--- config.mk ---
export PLATFORM = sky130hd
export DESIGN_NAME = pwl_act_unit_flat
export DESIGN_NICKNAME = d
export VERILOG_FILES = /design/src/rtl/pwl_pkg.sv /design/src/rtl/pwl_act_unit_if.sv /design/src/rtl/pwl_coef_ram.sv /design/src/rtl/pwl_act_unit.sv /design/src/flat_wrapper.sv
export SDC_FILE = /design/constraint.sdc
export NUM_CORES = 2
export LEC_CHECK = 0
export BUFFER_PORTS_ARGS = -buffer_cell sky130_fd_sc_hd__buf_4
export CORE_ASPECT_RATIO = 1.5
export CORE_MARGIN = 4
export CORE_UTILIZATION = 50
export DETAILED_ROUTE_END_ITERATION = 6
export PLACE_DENSITY = 0.65
export SYNTH_ARGS = -nofsm -noshare
export SYNTH_HDL_FRONTEND = slang
export SYNTH_MEMORY_MAX_BITS = 65536
export SYNTH_SLANG_ARGS = --single-unit
--- constraint.sdc ---
create_clock -name clk -period 7.02 [get_ports clk]
set_clock_uncertainty 0.1 [all_clocks]
set_input_delay 0 -clock clk [delete_from_list [all_inputs] [get_ports clk]]
set_output_delay 0 -clock clk [all_outputs]
set_load 0.005 [all_outputs]
--- src/rtl/pwl_pkg.sv ---
// Shared constants and helpers for the piecewise-linear activation unit:
// Q-format derivation, mode encoding and the per-mode saturation/clamp levels.
package pwl_pkg;

  localparam int INT_BITS = 3;

  typedef enum logic {
    MODE_TANH    = 1'b0,
    MODE_SIGMOID = 1'b1
  } pwl_mode_e;

  // Fraction bits for a WL-bit word with 1 sign and INT_BITS integer bits.
  function automatic int pwl_frac(input int wl);
    return wl - INT_BITS - 1;
  endfunction

  // Fixed-point representation of +1.0.
  function automatic longint pwl_one(input int frac);
    longint one;
    one = 64'sd1 <<< frac;
    return one;
  endfunction

  // Upper (hi=1) or lower (hi=0) output limit for a mode; doubles as the
  // value forced when the input lies outside the table range.
  function automatic longint pwl_limit(input pwl_mode_e mode, input logic hi,
                                       input int frac);
    longint lim;
    if (hi) begin
      lim = pwl_one(frac);
    end else if (mode == MODE_TANH) begin
      lim = -pwl_one(frac);
    end else begin
      lim = 64'sd0;
    end
    return lim;
  endfunction

endpackage

--- src/rtl/pwl_act_unit_if.sv ---
// Sample stream, result stream and coefficient-write port of pwl_act_unit.
interface pwl_act_unit_if #(
  parameter int WL        = 18,
  parameter int NSEG_LOG2 = 6
);

  // Valid-only streams, no ready: in_valid marks a sample taken that cycle,
  // out_valid marks a result presented that cycle; coef_we is a one-cycle
  // write strobe that is always accepted.
  logic                 in_valid;
  logic [WL-1:0]        in_data;
  logic                 in_mode;
  logic                 out_valid;
  logic [WL-1:0]        out_data;
  logic                 coef_we;
  logic [NSEG_LOG2:0]   coef_addr;
  logic [WL-1:0]        coef_a;
  logic [WL-1:0]        coef_b;

  modport master (
    output in_valid, in_data, in_mode, coef_we, coef_addr, coef_a, coef_b,
    input  out_valid, out_data
  );

  modport slave (
    input  in_valid, in_data, in_mode, coef_we, coef_addr, coef_a, coef_b,
    output out_valid, out_data
  );

endinterface

--- src/rtl/pwl_coef_ram.sv ---
// Coefficient table: one write port, one registered read port. A read and a
// write to the same address in the same cycle return the previous contents.
module pwl_coef_ram #(
  parameter int AW = 7,
  parameter int DW = 36
) (
  input  logic          clk_i,
  input  logic          we_i,
  input  logic [AW-1:0] waddr_i,
  input  logic [DW-1:0] wdata_i,
  input  logic [AW-1:0] raddr_i,
  output logic [DW-1:0] rdata_o
);

  logic [DW-1:0] mem_q [2**AW];
  logic [DW-1:0] rdata_q;

  // No reset: table contents must survive a pipeline reset.
  always_ff @(posedge clk_i) begin
    if (we_i) begin
      mem_q[waddr_i] <= wdata_i;
    end
    rdata_q <= mem_q[raddr_i];
  end

  assign rdata_o = rdata_q;

endmodule

--- src/rtl/pwl_act_unit.sv ---
// Four-stage piecewise-linear activation y = a[seg]*x + b[seg] with
// per-sample tanh/sigmoid selection and a runtime-loadable coefficient table.
module pwl_act_unit
  import pwl_pkg::*;
#(
  parameter int WL        = 18,
  parameter int NSEG_LOG2 = 6
) (
  input logic           clk,
  input logic           rst,
  pwl_act_unit_if.slave bus
);

  localparam int FRAC = pwl_frac(WL);
  localparam int PW   = 2 * WL;
  localparam int SW   = PW + 2;
  localparam int AW   = NSEG_LOG2 + 1;
  localparam logic signed [WL-1:0] FOUR  = WL'(1) << (FRAC + 2);
  localparam logic signed [WL-1:0] MFOUR = -FOUR;

  // Stage 1: range check and segment index
  logic signed [WL-1:0]   x_d;
  logic [WL-1:0]          off_d;
  logic [NSEG_LOG2-1:0]   seg_d;
  logic                   sat_hi_d;
  logic                   sat_lo_d;

  always_comb begin
    x_d      = $signed(bus.in_data);
    off_d    = x_d + FOUR;
    // Top NSEG_LOG2 bits of the [0,8) offset select one of the segments over [-4,4).
    seg_d    = NSEG_LOG2'(off_d >> (FRAC + 3 - NSEG_LOG2));
    sat_hi_d = (x_d >= FOUR);
    sat_lo_d = (x_d < MFOUR);
  end

  logic                   v1_q, v2_q, v3_q;
  logic signed [WL-1:0]   x1_q, x2_q;
  pwl_mode_e              m1_q, m2_q, m3_q;
  logic [NSEG_LOG2-1:0]   seg1_q;
  logic                   hi1_q, hi2_q, hi3_q;
  logic                   lo1_q, lo2_q, lo3_q;
  logic signed [PW-1:0]   prod3_q;
  logic signed [WL-1:0]   b3_q;
  logic                   out_valid_q;
  logic signed [WL-1:0]   out_data_q;

  // Stage 2: table read; read data lines up with the stage-2 registers
  logic [PW-1:0]          rd_data;
  logic signed [WL-1:0]   a2;
  logic signed [WL-1:0]   b2;
  logic signed [PW-1:0]   prod_d;

  pwl_coef_ram #(
    .AW (AW),
    .DW (PW)
  ) u_coef_ram (
    .clk_i   (clk),
    .we_i    (bus.coef_we),
    .waddr_i (bus.coef_addr),
    .wdata_i ({bus.coef_a, bus.coef_b}),
    .raddr_i ({m1_q, seg1_q}),
    .rdata_o (rd_data)
  );

  assign a2     = $signed(rd_data[PW-1:WL]);
  assign b2     = $signed(rd_data[WL-1:0]);
  assign prod_d = $signed({{WL{a2[WL-1]}}, a2}) * $signed({{WL{x2_q[WL-1]}}, x2_q});

  // Stage 4: rescale, round half-up, clamp / saturate
  logic signed [SW-1:0]   p_ext;
  logic signed [SW-1:0]   sum_d;
  logic signed [SW-1:0]   hi_lim;
  logic signed [SW-1:0]   lo_lim;
  logic signed [WL-1:0]   y_d;

  always_comb begin
    p_ext  = $signed({{2{prod3_q[PW-1]}}, prod3_q});
    sum_d  = (p_ext >>> FRAC)
           + $signed({{(SW-WL){b3_q[WL-1]}}, b3_q})
           + $signed({{(SW-1){1'b0}}, prod3_q[FRAC-1]});
    hi_lim = SW'(pwl_limit(m3_q, 1'b1, FRAC));
    lo_lim = SW'(pwl_limit(m3_q, 1'b0, FRAC));
    y_d    = WL'(sum_d);
    if (hi3_q) begin
      y_d = WL'(hi_lim);
    end else if (lo3_q) begin
      y_d = WL'(lo_lim);
    end else if (sum_d > hi_lim) begin
      y_d = WL'(hi_lim);
    end else if (sum_d < lo_lim) begin
      y_d = WL'(lo_lim);
    end
  end

  always_ff @(posedge clk or posedge rst) begin
    if (rst) begin
      v1_q        <= 1'b0;
      v2_q        <= 1'b0;
      v3_q        <= 1'b0;
      x1_q        <= '0;
      x2_q        <= '0;
      m1_q        <= MODE_TANH;
      m2_q        <= MODE_TANH;
      m3_q        <= MODE_TANH;
      seg1_q      <= '0;
      hi1_q       <= 1'b0;
      hi2_q       <= 1'b0;
      hi3_q       <= 1'b0;
      lo1_q       <= 1'b0;
      lo2_q       <= 1'b0;
      lo3_q       <= 1'b0;
      prod3_q     <= '0;
      b3_q        <= '0;
      out_valid_q <= 1'b0;
      out_data_q  <= '0;
    end else begin
      v1_q        <= bus.in_valid;
      x1_q        <= x_d;
      m1_q        <= pwl_mode_e'(bus.in_mode);
      seg1_q      <= seg_d;
      hi1_q       <= sat_hi_d;
      lo1_q       <= sat_lo_d;

      v2_q        <= v1_q;
      x2_q        <= x1_q;
      m2_q        <= m1_q;
      hi2_q       <= hi1_q;
      lo2_q       <= lo1_q;

      v3_q        <= v2_q;
      prod3_q     <= prod_d;
      b3_q        <= b2;
      m3_q        <= m2_q;
      hi3_q       <= hi2_q;
      lo3_q       <= lo2_q;

      out_valid_q <= v3_q;
      out_data_q  <= y_d;
    end
  end

  assign bus.out_valid = out_valid_q;
  assign bus.out_data  = out_data_q;

endmodule

--- src/flat_wrapper.sv ---
// flat-port wrapper written by rule: the top's interface ports become plain ports
module pwl_act_unit_flat import pwl_pkg::*;
#(
  parameter int WL        = 18,
  parameter int NSEG_LOG2 = 6
)
  (clk, rst, bus_in_valid, bus_in_data, bus_in_mode, bus_coef_we, bus_coef_addr, bus_coef_a, bus_coef_b, bus_out_valid, bus_out_data);
  pwl_act_unit_if #(.WL(WL), .NSEG_LOG2(NSEG_LOG2)) bus_i ();
  input logic clk;
  input logic rst;
  input wire logic [$bits(bus_i.in_valid)-1:0] bus_in_valid;
  input wire logic [$bits(bus_i.in_data)-1:0] bus_in_data;
  input wire logic [$bits(bus_i.in_mode)-1:0] bus_in_mode;
  input wire logic [$bits(bus_i.coef_we)-1:0] bus_coef_we;
  input wire logic [$bits(bus_i.coef_addr)-1:0] bus_coef_addr;
  input wire logic [$bits(bus_i.coef_a)-1:0] bus_coef_a;
  input wire logic [$bits(bus_i.coef_b)-1:0] bus_coef_b;
  output wire logic [$bits(bus_i.out_valid)-1:0] bus_out_valid;
  output wire logic [$bits(bus_i.out_data)-1:0] bus_out_data;
  assign bus_i.in_valid = bus_in_valid;
  assign bus_i.in_data = bus_in_data;
  assign bus_i.in_mode = bus_in_mode;
  assign bus_i.coef_we = bus_coef_we;
  assign bus_i.coef_addr = bus_coef_addr;
  assign bus_i.coef_a = bus_coef_a;
  assign bus_i.coef_b = bus_coef_b;
  assign bus_out_valid = bus_i.out_valid;
  assign bus_out_data = bus_i.out_data;
  pwl_act_unit #(.WL(WL), .NSEG_LOG2(NSEG_LOG2)) u_core (.clk(clk), .rst(rst), .bus(bus_i));
endmodule
---- Yosys cells after proc, flatten, opt, wreduce, memory -nomap -nowiden ----
Memory sizes are Yosys's and may differ from the RTL's. A register that Yosys moved wholly into a read port is not among the register bits.
Index checks and enable logic that the tools add are counted.
Widths: inputs -> output; s select.
word-level totals
  latch bits .............................. 0
  bits in read-only memories .............. 0
  RAM bits ................................ 4608
  word-level logic and storage cells ...... 35
  bits in registers ....................... 127
  output and inout port bits .............. 19
  input bits .............................. 66
  memories ................................ 1
memory list
  memory                   depth  width  read ports  clocked after Yosys merged registers in  write ports  RTL line            text
  u_core.u_coef_ram.mem_q  128    36     1           1                                        1            pwl_coef_ram.sv:15  logic [DW-1:0] mem_q [2**AW];
cells by class
  reductions and logical operators ........ 0
  mux-type cells .......................... 7
  add/subtract/negate cells ............... 3
  bitwise gates (word level) .............. 0
  shift-type cells ........................ 0
  multiply operators ...................... 1
  equal/unequal tests ..................... 0
  div/mod/pow operators ................... 0
  $lt $le $gt $ge ......................... 4
operators by type and width
  operator                number
  $mux 18                 4
  $add 38x2->38           1
  $gt 38x16->1 const B    1
  $lt 38x38->1            1
  $mux 38                 1
  $mul 18x18->36          1
  $add 22x18->23          1
  $ge 18x18->1 const B    1
  $lt 18x17->1 const B    1
  $add 17x17->17 const B  1
  $mux 1                  2

---- Depth between registers and ports, before layout ----
  word-level depth ........................ 7
  mapped depth ............................ 29
  gate-level depth less buffers ........... 26

---- Hierarchy ----
A second synthesis with hierarchy kept.
unflattened totals
  cells, all modules ...................... 8372
  area total of the unflattened synthesis .. 192051.7 um^2
modules (own cells, without submodules)
  module        times used  seq. area each (um^2)  area each (um^2)  cells an instance
  pwl_coef_ram  1           139093.4               175684.7          6715
  pwl_act_unit  1           2727.6                 16366.9           1657

---- Worst setup path after synthesis ----
Ideal clock, no wire load.
  kind .................................... reg-to-reg
  start point ............................. register u_core.u_coef_ram.rdata_q[30], in the netlist u_core.u_coef_ram.rdata_o[30] (read register of u_core.u_coef_ram.mem_q)
  end point ............................... register u_core.prod3_q[35]
  library setup time ...................... 0.125 ns
  data arrival time ....................... 6.210 ns
  stages on the path, launching flop included .. 28
  clock period less this slack ............ 6.436 ns
  buffers on the path ..................... 2
  slack ................................... 0.584 ns
  required time ........................... 6.795 ns
  cells stage by stage .................... dfxtp_1 clkbuf_1 clkbuf_1 nand2_1 fa_1 inv_1 fa_1 inv_1 fa_1 inv_1 fa_1 inv_1 fa_1 inv_1 fa_1 ha_1 a21o_1 a21o_1 a21oi_1 nand2_1 a21o_1 a21oi_1 o211ai_1 nand3_1 o221ai_1 a21oi_1 o21bai_1 xnor2_1
on the way
  longest elaborated chain between the ends .. 1
RTL lines
  item                   RTL line             text
  from (decl)            pwl_coef_ram.sv:16   logic [DW-1:0] rdata_q;
  $mul 18x18->36         pwl_act_unit.sv:68   assign prod_d = $signed({{WL{a2[WL-1]}}, a2}) * $signed({{WL{x2_q[WL-1]}}, x2_q});
  via u_core.prod_d[35]  pwl_act_unit.sv:52   logic signed [PW-1:0] prod_d;
  to (signal assigned)   pwl_act_unit.sv:132  prod3_q <= prod_d;
  to (decl)              pwl_act_unit.sv:43   logic signed [PW-1:0] prod3_q;
The timed path passes the listed nets, and every way through them passes these cells.

---- Worst setup path after layout ----
  start point ............................. register u_core.x2_q[3]
  end point ............................... register u_core.prod3_q[35]
on the way
  longest elaborated chain between the ends .. 1
RTL lines
  item                    RTL line             text
  from (decl)             pwl_act_unit.sv:38   logic signed [WL-1:0] x1_q, x2_q;
  from (signal assigned)  pwl_act_unit.sv:126  x2_q <= x1_q;
  $mul 18x18->36          pwl_act_unit.sv:68
  via u_core.prod_d[35]   pwl_act_unit.sv:52
The timed path passes the listed nets, and every way through them passes these cells.

==> results.toml <==
[power]
peakVddDrop_mv = 1.36
clkPwrFrac = 0.276
power_frac_comb = 0.338
switching_power_w = 0.0273
power_switching_share = 0.328
p_int_w = 0.0558
leakagePower_nw = 69.6
powerDensity_nw_per_um2 = 382
power.share.sequential = 0.386

[sta]
fin_crit_sh = 0.941
period_minus_slack_ps = 6610
setup_slack_ps = 413
final_hold_viol_count = 0
relSlewSlack = 0.0854
setup_viol = 0
slew_viol_final = 0
rsz0062_at_grt = "false"
clock.fmax_mhz = 151
tns_ps = 0
worstMarginPinSlew_ps = 1370
whs_ps = 58.5

[critical_path]
required_ps = 7740
r2r_end = "u_core.prod3_q[35]"
reg2reg_depth = 21
crit_type = "reg2reg"
startpoint_type = "flip-flop"
end_kind = "flip-flop"
crit_arrival_ps = 7330
reg2reg_from = "u_core.x2_q[3]"
path_max_fanout = 17
r2r_setup_slack_ps = 410

[routing]
via_per_inst = 6.30
ant_nets = 0
num_vias = 91897
routed_wl_um = 522000
wire_per_inst_um = 35.8
m1WireLength_um = 183000
first_pass_iters = 7
drc_errors = 1
dr_wl_met2_um = 276000
drtIter0Drc = 12398
routed-wl-met3_um = 38700
routed.top_layer = "met5"

[logic_synthesis]
yosys_register_bits = 4753
synthFlopType = "edfxtp_1"
synth_nets = 9027
synth_area_leaders = "edfxtp_1 72%, mux4_2 18%, fa_1 3.4%, dfrtp_1 1.4%, ha_1 0.88%"
synth-async-reset-ratio = 0.0229
syn_area_per_cell_um2 = 22.7
synth.area.mux_share = 0.179
synth-compound-area-share = 0.00670
yosysSeqAreaShare = 0.736
synthTopCellsByCount = "4608 x edfxtp_1, 1512 x mux4_2, 384 x inv_1"
synth_largest_area_cell = "edfxtp_1"
yosys_warnings = 0
synth.most_common_cell = "edfxtp_1"
synth_fa_ha_area_frac = 0.0429
synthCells = 8497
yosys.area_share.simple = 0.0172
synth_top_area_frac = 0.718
syn_area_um2 = 193000
ys_types = 82
synth_top_family_by_area = "multiplexers"
synth_xor_area_frac = 0.00298
synth-edff-count = 4608

[cts]
clk_latency_ps = 1040
root_buffer = "clkbuf_16"
tritoncts = "done"
post_cts.repair.setup_buffers = 0
htreeDepth = 5
cts.clk_slew.worst_paths_ps = 60
clock_sinks = 4753
cts_buffer_depth = 4
cts_inserted_buffers = 425

[run_status]
status = "finished with violations"
violations = "design-rule violations"

[grt]
grt_pass1_vias = 95315
grtUsageTotal = 0.265
antenna_found_initial = 83
grt_pass1_wl_um = 734000
grt_max_degree = 130
gr-total-overflow = 0

[floorplan]
floorplan.die.width_um = 515
dieArea_um2 = 396000
num_rows = 279
initial_core_util = 0.502
die_h_um = 768
core_um2 = 384000
ios = 85

[cells_and_area]
area_growth_pct = 12.7
nets = 9560
fill_cells = 27627
layout-drive-gt1-share = 0.289

[placed_design]
dp_slack_ps = 279
routabilityCongestion = 0.860
hpwl_um = 302000
portBuffers = 84

[worst_hold_path]
hp-class = "in2reg"
holdPathEnd = "u_core.u_coef_ram.mem_q[89][13]"
hp-start = "bus_coef_b[13]"
min_delay_path_depth = 2

[job]
drv_cap = 0
## metrics by stage
stage / instance area [um^2] / total power [W] / utilization / cells
floorplan: 193000 / 0.0515 / - / 8497
global placement: 202000 / 0.0603 / 0.525 / 13515
detailed placement: 202000 / 0.0606 / 0.525 / 13515
CTS: 217000 / 0.0836 / 0.565 / 14429
global route: 217000 / 0.0875 / 0.565 / 14537
finish: 217000 / 0.0831 / 0.566 / 14577
## layout by cell type (no fill, tap or decap), types with 119 or more instances in the layout
master         instances
nand2_1              231
clkbuf_16            429
fa_1                 329
mux4_2              1512
dlygate4sd3_1        130
inv_1                383
ha_1                 135
nor2_4               124
diode_2              148
edfxtp_1            4608
and2_1               119
buf_4                345
## worst max-delay path by stage
stage | startpoint | to | slack [ps]
floorplan | u_core.u_coef_ram.rdata_o[30] | u_core.prod3_q[35] | 580
global placement | u_core.x2_q[3] | u_core.prod3_q[35] | 270
detailed placement | u_core.u_coef_ram.rdata_o[24] | u_core.prod3_q[35] | 280
CTS | u_core.u_coef_ram.rdata_o[24] | u_core.prod3_q[35] | 270
global route | u_core.x2_q[3] | u_core.prod3_q[35] | 30
finish | u_core.x2_q[3] | u_core.prod3_q[35] | 410
## critical path, cell delays in order (launching register included)
cell,delay (ps)
dfrtp_1,380
buf_4,200
nand2_1,120
inv_1,90
fa_1,610
inv_1,150
fa_1,580
fa_1,450
fa_1,680
fa_1,470
fa_1,500
inv_1,40
ha_1,330
nand3_1,130
a311oi_1,330
a21oi_2,160
o211ai_1,240
nand3_1,200
o221ai_1,270
a21oi_1,150
o21bai_1,170
xnor2_1,80
## state kept, by name (all words and copies together) (netlist names), 18 cells and up
name	flops
u_core.u_coef_ram.mem_q	4608
u_core.u_coef_ram.rdata_o	36
u_core.prod3_q	23
u_core.b3_q	18
u_core.bus.out_data	18
u_core.x1_q	18
u_core.x2_q	18
## layer usage
metal,GRT usage,up-vias
met1,0.335,50450
met5,0,-
met3,0.0363,837
met2,0.460,4339
li1,-,36251
met4,0.118,20
## layout make-up
class | instances | area, um^2 | area share
diodes | 148 | 370 | 0.00170
clock buffers | 530 | 11200 | 0.0515
clock inverters | 238 | 2410 | 0.0111
inverters | 385 | 1450 | 0.00666
multi-input cells | 2942 | 48900 | 0.225
flip-flops and latches | 4753 | 142000 | 0.653
well taps | 5058 | 6330 | 0.0291
repair buffers | 523 | 4850 | 0.0223
## kinds of logic after synthesis
| group | count (synthesis) |
|---|---|
| compound gates | 171 |
| flops | 4753 |
| xor+xnor | 63 |
| mux | 1549 |
| buf+inv | 802 |
| fa+ha+maj | 464 |
| simple gates | 695 |
## power by group through the flow
stage | Combinational (W) | Sequential (W) | Clock (W)
after global routing | 0.0309 | 0.0321 | 0.0245
after floorplan | 0.0190 | 0.0325 | 0
after global placement | 0.0276 | 0.0327 | 0
after detailed placement | 0.0279 | 0.0327 | 0
after CTS | 0.0282 | 0.0321 | 0.0233
final | 0.0281 | 0.0321 | 0.0230
## timing repair
action                     4_1_cts  5_1_grt
hold endpoints to repair      4768        0
setup endpoints to repair        0       16
gates resized for setup          0        5
hold buffers                   146        0
No activity file was read; power rests on OpenSTA's default activity.
